File: config.mk
export PLATFORM = sky130hd
export DESIGN_NAME = uart_rx_flat
export DESIGN_NICKNAME = d
export VERILOG_FILES = /design/src/rtl/uart_pkg.sv /design/src/rtl/uart_rx_if.sv /design/src/rtl/uart_sync.sv /design/src/rtl/uart_rx.sv /design/src/flat_wrapper.sv
export SDC_FILE = /design/constraint.sdc
export NUM_CORES = 1
export LEC_CHECK = 0
export BUFFER_PORTS_ARGS = -buffer_cell sky130_fd_sc_hd__buf_2
export CORE_ASPECT_RATIO = 0.6
export CORE_UTILIZATION = 36
export DETAILED_ROUTE_END_ITERATION = 8
export SLEW_MARGIN = 20
export SYNTH_ARGS = -nofsm -noshare
export SYNTH_HDL_FRONTEND = slang
export SYNTH_SLANG_ARGS = --single-unit
File: constraint.sdc
create_clock -name clk -period 2.9 [get_ports clk]
set_clock_uncertainty 0.2 [all_clocks]
set_input_delay 0.145 -clock clk [delete_from_list [all_inputs] [get_ports clk]]
set_output_delay 0.145 -clock clk [all_outputs]
set_load 0.1 [all_outputs]
File: src/rtl/uart_pkg.sv
// Shared definitions for the UART receiver: FSM state encoding, frame
// geometry and the baud-counter width helper.
package uart_pkg;

    localparam int unsigned DATA_BITS = 8;

    typedef enum logic [2:0] {
        IDLE,
        START,
        DATA,
        PARITY,
        STOP
    } state_t;

    // Width of a down-counter that must hold values up to ticks-1.
    function automatic int unsigned baud_cnt_w(input int unsigned ticks);
        return $clog2(ticks);
    endfunction

endpackage

File: src/rtl/uart_rx_if.sv
// Byte delivery channel between the UART receiver and its consumer.
// The receiver drives data/valid; the consumer drives ready.
interface uart_rx_if;
    import uart_pkg::*;

    logic [DATA_BITS-1:0] data;
    logic                 valid;
    logic                 ready;

    modport master (output data, output valid, input ready);
    modport slave  (input data, input valid, output ready);

endinterface

File: src/rtl/uart_sync.sv
// Two-flop synchronizer for an asynchronous single-bit input.
// RST_VAL sets the value both flops take in reset (use the line's idle level).
module uart_sync #(
    parameter logic RST_VAL = 1'b0
) (
    input  logic clk,
    input  logic rst_n,
    input  logic i_async,
    output logic o_sync
);

    logic r_meta;
    logic r_sync;

    // Resample the async input twice to settle metastability.
    always_ff @(posedge clk or negedge rst_n) begin
        if (!rst_n) begin
            r_meta <= RST_VAL;
            r_sync <= RST_VAL;
        end else begin
            r_meta <= i_async;
            r_sync <= r_meta;
        end
    end

    assign o_sync = r_sync;

endmodule

File: src/rtl/uart_rx.sv
// UART receiver: 8N1 serial line to bytes on a valid/ready channel, with
// single-cycle frame_err and overrun pulses. Bits are sampled mid-period.
// Optional macro UART_RX_PARITY_EN adds an even-parity bit (8E1 frames).
module uart_rx
    import uart_pkg::*;
#(
    parameter int unsigned TICKS_PER_BAUD = 5000
) (
    input  logic        clk,
    input  logic        rst_n,
    input  logic        rx,
    uart_rx_if.master   bus,
    output logic        frame_err,
    output logic        overrun
);

    localparam int unsigned       CNT_W    = baud_cnt_w(TICKS_PER_BAUD);
    localparam logic [CNT_W-1:0]  CNT_FULL = CNT_W'(TICKS_PER_BAUD - 1);
    localparam logic [CNT_W-1:0]  CNT_HALF = CNT_W'(TICKS_PER_BAUD / 2 - 1);

    logic                 w_rx_s;
    logic                 r_rx_prev;
    state_t               r_state;
    state_t               w_state_next;
    logic [CNT_W-1:0]     r_cnt;
    logic [2:0]           r_idx;
    logic [DATA_BITS-1:0] r_shift;
    logic [DATA_BITS-1:0] r_data;
    logic                 r_valid;
    logic                 r_frame_err;
    logic                 r_overrun;

    logic w_cnt_zero;
    logic w_load_half;
    logic w_load_full;
    logic w_shift_en;
    logic w_clr_idx;
    logic w_complete;
    logic w_bad_frame;
    logic w_par_sample;
    logic w_par_bad;

    uart_sync #(.RST_VAL(1'b1)) u_sync (
        .clk     (clk),
        .rst_n   (rst_n),
        .i_async (rx),
        .o_sync  (w_rx_s)
    );

    assign w_cnt_zero = (r_cnt == '0);

`ifdef UART_RX_PARITY_EN
    logic r_par_err;

    // Latch the parity verdict so it can be applied at the stop bit.
    always_ff @(posedge clk or negedge rst_n) begin
        if (!rst_n)
            r_par_err <= 1'b0;
        else if (w_par_sample)
            r_par_err <= ^{r_shift, w_rx_s};
    end

    assign w_par_bad = r_par_err;
`else
    assign w_par_bad = 1'b0;
`endif

    // Delayed copy of the synchronized line for falling-edge detection.
    always_ff @(posedge clk or negedge rst_n) begin
        if (!rst_n)
            r_rx_prev <= 1'b1;
        else
            r_rx_prev <= w_rx_s;
    end

    // FSM state register.
    always_ff @(posedge clk or negedge rst_n) begin
        if (!rst_n)
            r_state <= IDLE;
        else
            r_state <= w_state_next;
    end

    // Next-state and per-cycle control strobes.
    always_comb begin
        w_state_next = r_state;
        w_load_half  = 1'b0;
        w_load_full  = 1'b0;
        w_shift_en   = 1'b0;
        w_clr_idx    = 1'b0;
        w_complete   = 1'b0;
        w_bad_frame  = 1'b0;
        w_par_sample = 1'b0;
        case (r_state)
            IDLE: begin
                if (!w_rx_s && r_rx_prev) begin
                    w_state_next = START;
                    w_load_half  = 1'b1;
                end
            end
            START: begin
                if (w_cnt_zero) begin
                    if (w_rx_s) begin
                        w_state_next = IDLE;
                    end else begin
                        w_state_next = DATA;
                        w_load_full  = 1'b1;
                        w_clr_idx    = 1'b1;
                    end
                end
            end
            DATA: begin
                if (w_cnt_zero) begin
                    w_shift_en  = 1'b1;
                    w_load_full = 1'b1;
                    if (r_idx == 3'(DATA_BITS - 1)) begin
`ifdef UART_RX_PARITY_EN
                        w_state_next = PARITY;
`else
                        w_state_next = STOP;
`endif
                    end
                end
            end
`ifdef UART_RX_PARITY_EN
            PARITY: begin
                if (w_cnt_zero) begin
                    w_par_sample = 1'b1;
                    w_load_full  = 1'b1;
                    w_state_next = STOP;
                end
            end
`endif
            STOP: begin
                if (w_cnt_zero) begin
                    w_state_next = IDLE;
                    if (w_rx_s && !w_par_bad)
                        w_complete = 1'b1;
                    else
                        w_bad_frame = 1'b1;
                end
            end
            default: w_state_next = IDLE;
        endcase
    end

    // Baud down-counter: reload on demand, otherwise count to zero and hold.
    always_ff @(posedge clk or negedge rst_n) begin
        if (!rst_n)
            r_cnt <= '0;
        else if (w_load_half)
            r_cnt <= CNT_HALF;
        else if (w_load_full)
            r_cnt <= CNT_FULL;
        else if (!w_cnt_zero)
            r_cnt <= r_cnt - CNT_W'(1);
    end

    // LSB-first shift register and bit index.
    always_ff @(posedge clk or negedge rst_n) begin
        if (!rst_n) begin
            r_shift <= '0;
            r_idx   <= '0;
        end else begin
            if (w_clr_idx)
                r_idx <= '0;
            else if (w_shift_en)
                r_idx <= r_idx + 3'd1;
            if (w_shift_en)
                r_shift <= {w_rx_s, r_shift[DATA_BITS-1:1]};
        end
    end

    // Output holding register, handshake and error pulses.
    always_ff @(posedge clk or negedge rst_n) begin
        if (!rst_n) begin
            r_data      <= '0;
            r_valid     <= 1'b0;
            r_frame_err <= 1'b0;
            r_overrun   <= 1'b0;
        end else begin
            r_frame_err <= w_bad_frame;
            r_overrun   <= w_complete && r_valid && !bus.ready;
            if (w_complete && (!r_valid || bus.ready)) begin
                r_data  <= r_shift;
                r_valid <= 1'b1;
            end else if (r_valid && bus.ready) begin
                r_valid <= 1'b0;
            end
        end
    end

    assign bus.data  = r_data;
    assign bus.valid = r_valid;
    assign frame_err = r_frame_err;
    assign overrun   = r_overrun;

endmodule

File: src/flat_wrapper.sv
// flat-port wrapper written by rule: the top's interface ports become plain ports
module uart_rx_flat import uart_pkg::*;
#(
    parameter int unsigned TICKS_PER_BAUD = 5000
)
  (clk, rst_n, rx, frame_err, overrun, bus_data, bus_valid, bus_ready);
  uart_rx_if bus_i ();
  input  logic clk;
  input  logic rst_n;
  input  logic rx;
  output logic frame_err;
  output logic overrun;
  output wire logic [$bits(bus_i.data)-1:0] bus_data;
  output wire logic [$bits(bus_i.valid)-1:0] bus_valid;
  input wire logic [$bits(bus_i.ready)-1:0] bus_ready;
  assign bus_data = bus_i.data;
  assign bus_valid = bus_i.valid;
  assign bus_i.ready = bus_ready;
  uart_rx #(.TICKS_PER_BAUD(TICKS_PER_BAUD)) u_core (.clk(clk), .rst_n(rst_n), .rx(rx), .bus(bus_i), .frame_err(frame_err), .overrun(overrun));
endmodule
After elaboration in Yosys (flattened, before gate mapping)
Index checks and enable logic that the tools add are counted.
Storage, ports and cells
  word-level logic and storage cells: 63
  input bits: 4
  register bits: 41
Cells by class
  equal/unequal tests: 10
  muxes and demuxes: 26
  add/sub/neg operators: 2
  reductions and logical operators: 14
Operator list (count)
  $mux 13: 3
  $mux 3: 7
  $logic_not 13->1: 1
  $mux 1: 13
  $sub 13x1->13 const B: 1
  $pmux 3 s4: 1
  $ne 2x1->1 const B: 5
  $eq 3x3->1 const B: 2
  $logic_and 1x1->1: 5
  $reduce_and 5->1: 1
  $reduce_bool 2->1: 2
  $add 3x1->3 const B: 1
  $eq 3x1->1 const B: 1
  $eq 3x2->1 const B: 1
  $logic_not 1->1: 3
  $logic_not 3->1: 1
  $ne 3x3->1 const B: 1
  $mux 2: 1
  $pmux 1 s2: 1
  $logic_or 1x1->1: 1

Depth between registers and ports, before layout
  depth in word-level cells: 5
  gate-level depth with buffers: 7

Cells and area by module
Synthesis repeated with hierarchy kept, for this count alone.
Second synthesis, totals
  cell total of the unflattened synthesis: 153
  area total of the unflattened synthesis: 1863.0 µm²
Modules (own cells, without submodules)
  uart_rx: seq. area each 977.2 µm², instances 1, area each 1810.5 µm², cells an instance 151
  uart_sync: seq. area each 52.6 µm², instances 1, area each 52.6 µm², cells an instance 2

Worst setup path before layout
OpenSTA, ideal clock, no wires.
  kind: flip-flop to flip-flop
  start: reg u_core.r_cnt[0]
  end: reg u_core.r_shift[1]
  buffers on the path: 1
  setup slack: 513 ps
  setup time: 125 ps
  clock period less this slack: 2387 ps
  arrival time: 2062 ps
  cell stages (with the launch flop): 7
  cells stage by stage: dfrtp_1 inv_1 ha_1 or4b_2 nor4_2 buf_4 mux2_2
Between the ends
  cells in the longest elaborated chain, start to end: 3
RTL lines
  start, declared: RTL line uart_rx.sv:25  | logic [CNT_W-1:0] r_cnt;
  start signal, assigned: RTL line uart_rx.sv:156  | r_cnt <= r_cnt - CNT_W'(1);
  $logic_not 13->1: RTL line uart_rx.sv:50  | assign w_cnt_zero = (r_cnt == '0);
  $mux 1: RTL line uart_rx.sv:113  | if (w_cnt_zero) begin
  $mux 1: RTL line uart_rx.sv:94  | case (r_state)
  end signal, assigned: RTL line uart_rx.sv:170  | r_shift <= {w_rx_s, r_shift[DATA_BITS-1:1]};
  end, declared: RTL line uart_rx.sv:27  | logic [DATA_BITS-1:0] r_shift;
Every way passes these cells.
A chain may end at the register's enable or synchronous reset.

Worst setup path in the final report
  start: reg u_core.r_cnt[0]
  end: reg u_core.r_data[0] (netlist: u_core.bus.data[0])
Between the ends
  cells in the longest elaborated chain, start to end: 4
RTL lines
  $logic_not 13->1: RTL line uart_rx.sv:50
  $mux 1: RTL line uart_rx.sv:135  | if (w_cnt_zero) begin
  $mux 1: RTL line uart_rx.sv:94
  $logic_and 1x1->1: RTL line uart_rx.sv:184  | if (w_complete && (!r_valid || bus.ready)) begin
  end signal, assigned: RTL line uart_rx.sv:185  | r_data <= r_shift;
  end, declared: RTL line uart_rx.sv:28  | logic [DATA_BITS-1:0] r_data;
Every way passes these cells.

==> metrics.cfg <==
[logic_synthesis]
yosysTopAreaCell = dfrtp_1
ys_seq_area_share_pct = 56.56
synth.top_cells.by_area = dfrtp_1 (52%), mux2_2 (9.9%), dfstp_2 (4.3%)
ys_ff_latch = 41
synth-edff-count = 0
synth_top_area_share_pct = 52.23
syn_inst = 152
async_reset_ff_share_pct = 100.0
yosysWarnings = 0
syn_area_per_cell_um2 = 11.98
synth.cell_area_mm2 = 0.001820
synth_flop_cell = dfrtp_1
synth_cell_types = 35
syn_nets = 160

[pwr]
powerDensity_mw_per_mm2 = 645.0
clockPowerShare_pct = 33.2
p_int_mw = 0.9930
p_comb_share_pct = 15.1
switching_power_mw = 0.3764
p_leak_nw = 0.9627
ir_drop_mv = 0.3592
seqPwrFrac_pct = 51.7
switching_share_pct = 27.49

[cts]
htreeDepth = 2
cts_root_buf = clkbuf_8
numCtsBuffers = 5
cts_setup_buffers = 0
postCtsHoldBufs = 3
path_clk_slew_ns = 0.09
cts_tree = built
insertion_delay_ns = 0.29
cts-resized-gates = 0
clock_sinks = 41
clock_path_buffers = 2

[place]
dp.final_hpwl_um = 2629
dp_cells = 229
gp_congestion = 0.8091
io_buffers = 14
dpl-instance-area_mm2 = 0.001978

[floorplanning]
core_mm2 = 0.004707
dieArea_mm2 = 0.005355
die_y_um = 57.09
start_util_pct = 38.68
rows = 19
fp.dieW_um = 93.81
io_pins = 15

[finish]
syn2layout_area_growth_pct = 16.63
final_cell_area_mm2 = 0.002123
final_cell_mix = dfrtp_1 (38), mux2_2 (16), buf_2 (14), nand2_1 (10), a21oi_1 (10)
finalNonFillerCells = 240
num_antenna_cells = 0
fin_nets = 184
mostFrequentLayoutCell = dfrtp_1
drive_above_1_share_pct = 30.51

[setup_path]
cp.arrival_ns = 2.53
crit_required_ns = 2.87
start_kind = register
regToRegSetupSlack_ns = 0.34
r2r_cells = 6
worstReg2RegEnd = u_core.bus.data[0]
critPathKind = reg -> reg
critPathCaptureType = register
cp_max_fo = 8
r2r_start = u_core.r_cnt[0]

[timing]
fin_crit_sh_pct = 88.43
drv_slew = 0
min_period_ns = 2.564
setup_viol = 0
finalHoldViolations = 0
clock.fmax_mhz = 389.9
tns_ns = 0
tightest_slew_ns = 0.8719
maxSlewHeadroom_pct = 41.88
rsz0062_at_grt = no

[global_routing]
grt_max_degree = 42
grt_pass1_wl_um = 6141
grt_use_total_pct = 15.35
grt_pass1_vias = 1244
grt_overflow = 0
antenna_found_initial = 0

[outcome]
outcome = finished, final reports clean

[detailed_routing]
drt-total-wl_um = 3446
wl_per_cell_um = 14.36
drc = 0
firstDrtPassIters = 4
detail-route-antenna-nets = 0
drt-vias-per-instance = 5.013
vias = 1203
drt-initial-drc-count = 146

[min_path]
hold_path_end = u_core.u_sync.o_sync
whs_path_depth = 0
hp-class = reg -> reg
min-delay-start = u_core.u_sync.r_meta

[job]
cap_violations = 0

[how the worst max path moves through the flow]
stage	from	to	slack (ns)	cells past startpoint
6_report	u_core.r_cnt[0]	u_core.bus.data[0]	0.34	6
5_1_grt	u_core.r_cnt[0]	u_core.bus.data[5]	0.22	6
4_1_cts	u_core.r_cnt[0]	u_core.bus.data[0]	0.35	6
3_5_place_dp	u_core.r_cnt[0]	u_core.r_shift[5]	0.41	6
3_3_place_gp	u_core.r_cnt[0]	u_core.r_shift[6]	0.45	6
2_1_floorplan	u_core.r_cnt[0]	u_core.r_shift[1]	0.51	6
[power groups by stage]
| stage | sequential (mW) | clock (mW) | combinational [mW] |
|---|---|---|---|
| 6_report | 0.708 | 0.455 | 0.207 |
| 5_1_grt | 0.722 | 0.497 | 0.232 |
| 4_1_cts | 0.707 | 0.474 | 0.208 |
| 3_5_place_dp | 0.718 | 0 | 0.205 |
| 3_3_place_gp | 0.712 | 0 | 0.198 |
| 2_1_floorplan | 0.699 | 0 | 0.159 |
[cells in the mapped netlist, types with 4 or more instances]
| cell | n |
|---|---|
| xnor2_1 | 5 |
| ha_1 | 4 |
| dfrtp_1 | 38 |
| a21oi_1 | 10 |
| nor2_1 | 7 |
| mux2_2 | 16 |
| nand2_1 | 10 |
| o21ai_0 | 5 |
| nand2b_1 | 4 |
| nor3_1 | 9 |
| or4_1 | 4 |
[logic make-up after synthesis]
group	after synthesis	share of synthesized area [%]
AO/OA/AOI/OAI	24	7.973
XOR/XNOR	5	2.405
adder cells (fa/ha/maj)	4	2.749
buffers and inverters	6	1.581
flip-flops	41	56.56
multiplexers	18	11.00
AND/OR/NAND/NOR	54	17.73
[routing by layer]
| layer | vias to the layer above | routed length [um] | track usage, % |
|---|---|---|---|
| met4 | 0 | 14 | 4.176 |
| met5 | - | 0 | 0 |
| met3 | 2 | 126 | 4.533 |
| met2 | 19 | 1388 | 20.54 |
| li1 | 594 | - | - |
| met1 | 588 | 1916 | 23.80 |
[area by class of cell]
type / instances / area, um2
tap: 63 / 78.83
sequential: 41 / 1030
clock buffer: 5 / 68.82
clock inverter: 3 / 46.29
multi-input combinational: 105 / 762.0
fill: 441 / 2584
inverter: 2 / 7.507
timing repair buffer: 21 / 130.1
[worst max-delay path: stages, from the launching register on]
cell and delay [ns]:
dfrtp_1 0.40, inv_1 0.12, ha_1 0.20, nor4b_1 0.38
nand2_1 0.16, nor4b_4 0.57, mux2_2 0.41
[stage by stage]
step / utilization (%) / setup WS, ns / hold WS [ns] / total power, mW
after floorplan: - / 0.5133 / -0.3506 / 0.8586
after global placement: 42.03 / 0.4507 / 0.05335 / 0.9098
after detailed placement: 42.03 / 0.4134 / 0.05257 / 0.9222
after CTS: 45.11 / 0.3478 / 0.1599 / 1.389
after global routing: 45.11 / 0.2232 / 0.1638 / 1.451
final: 45.11 / 0.3355 / 0.1590 / 1.369
[sequential cells by signal, summed over array words and instances (netlist names), 3 cells and up]
signal,flops
u_core.r_cnt,13
u_core.bus.data,8
u_core.r_shift,8
u_core.r_idx,3
u_core.r_state,3
(Power assumes the default switching activity.)
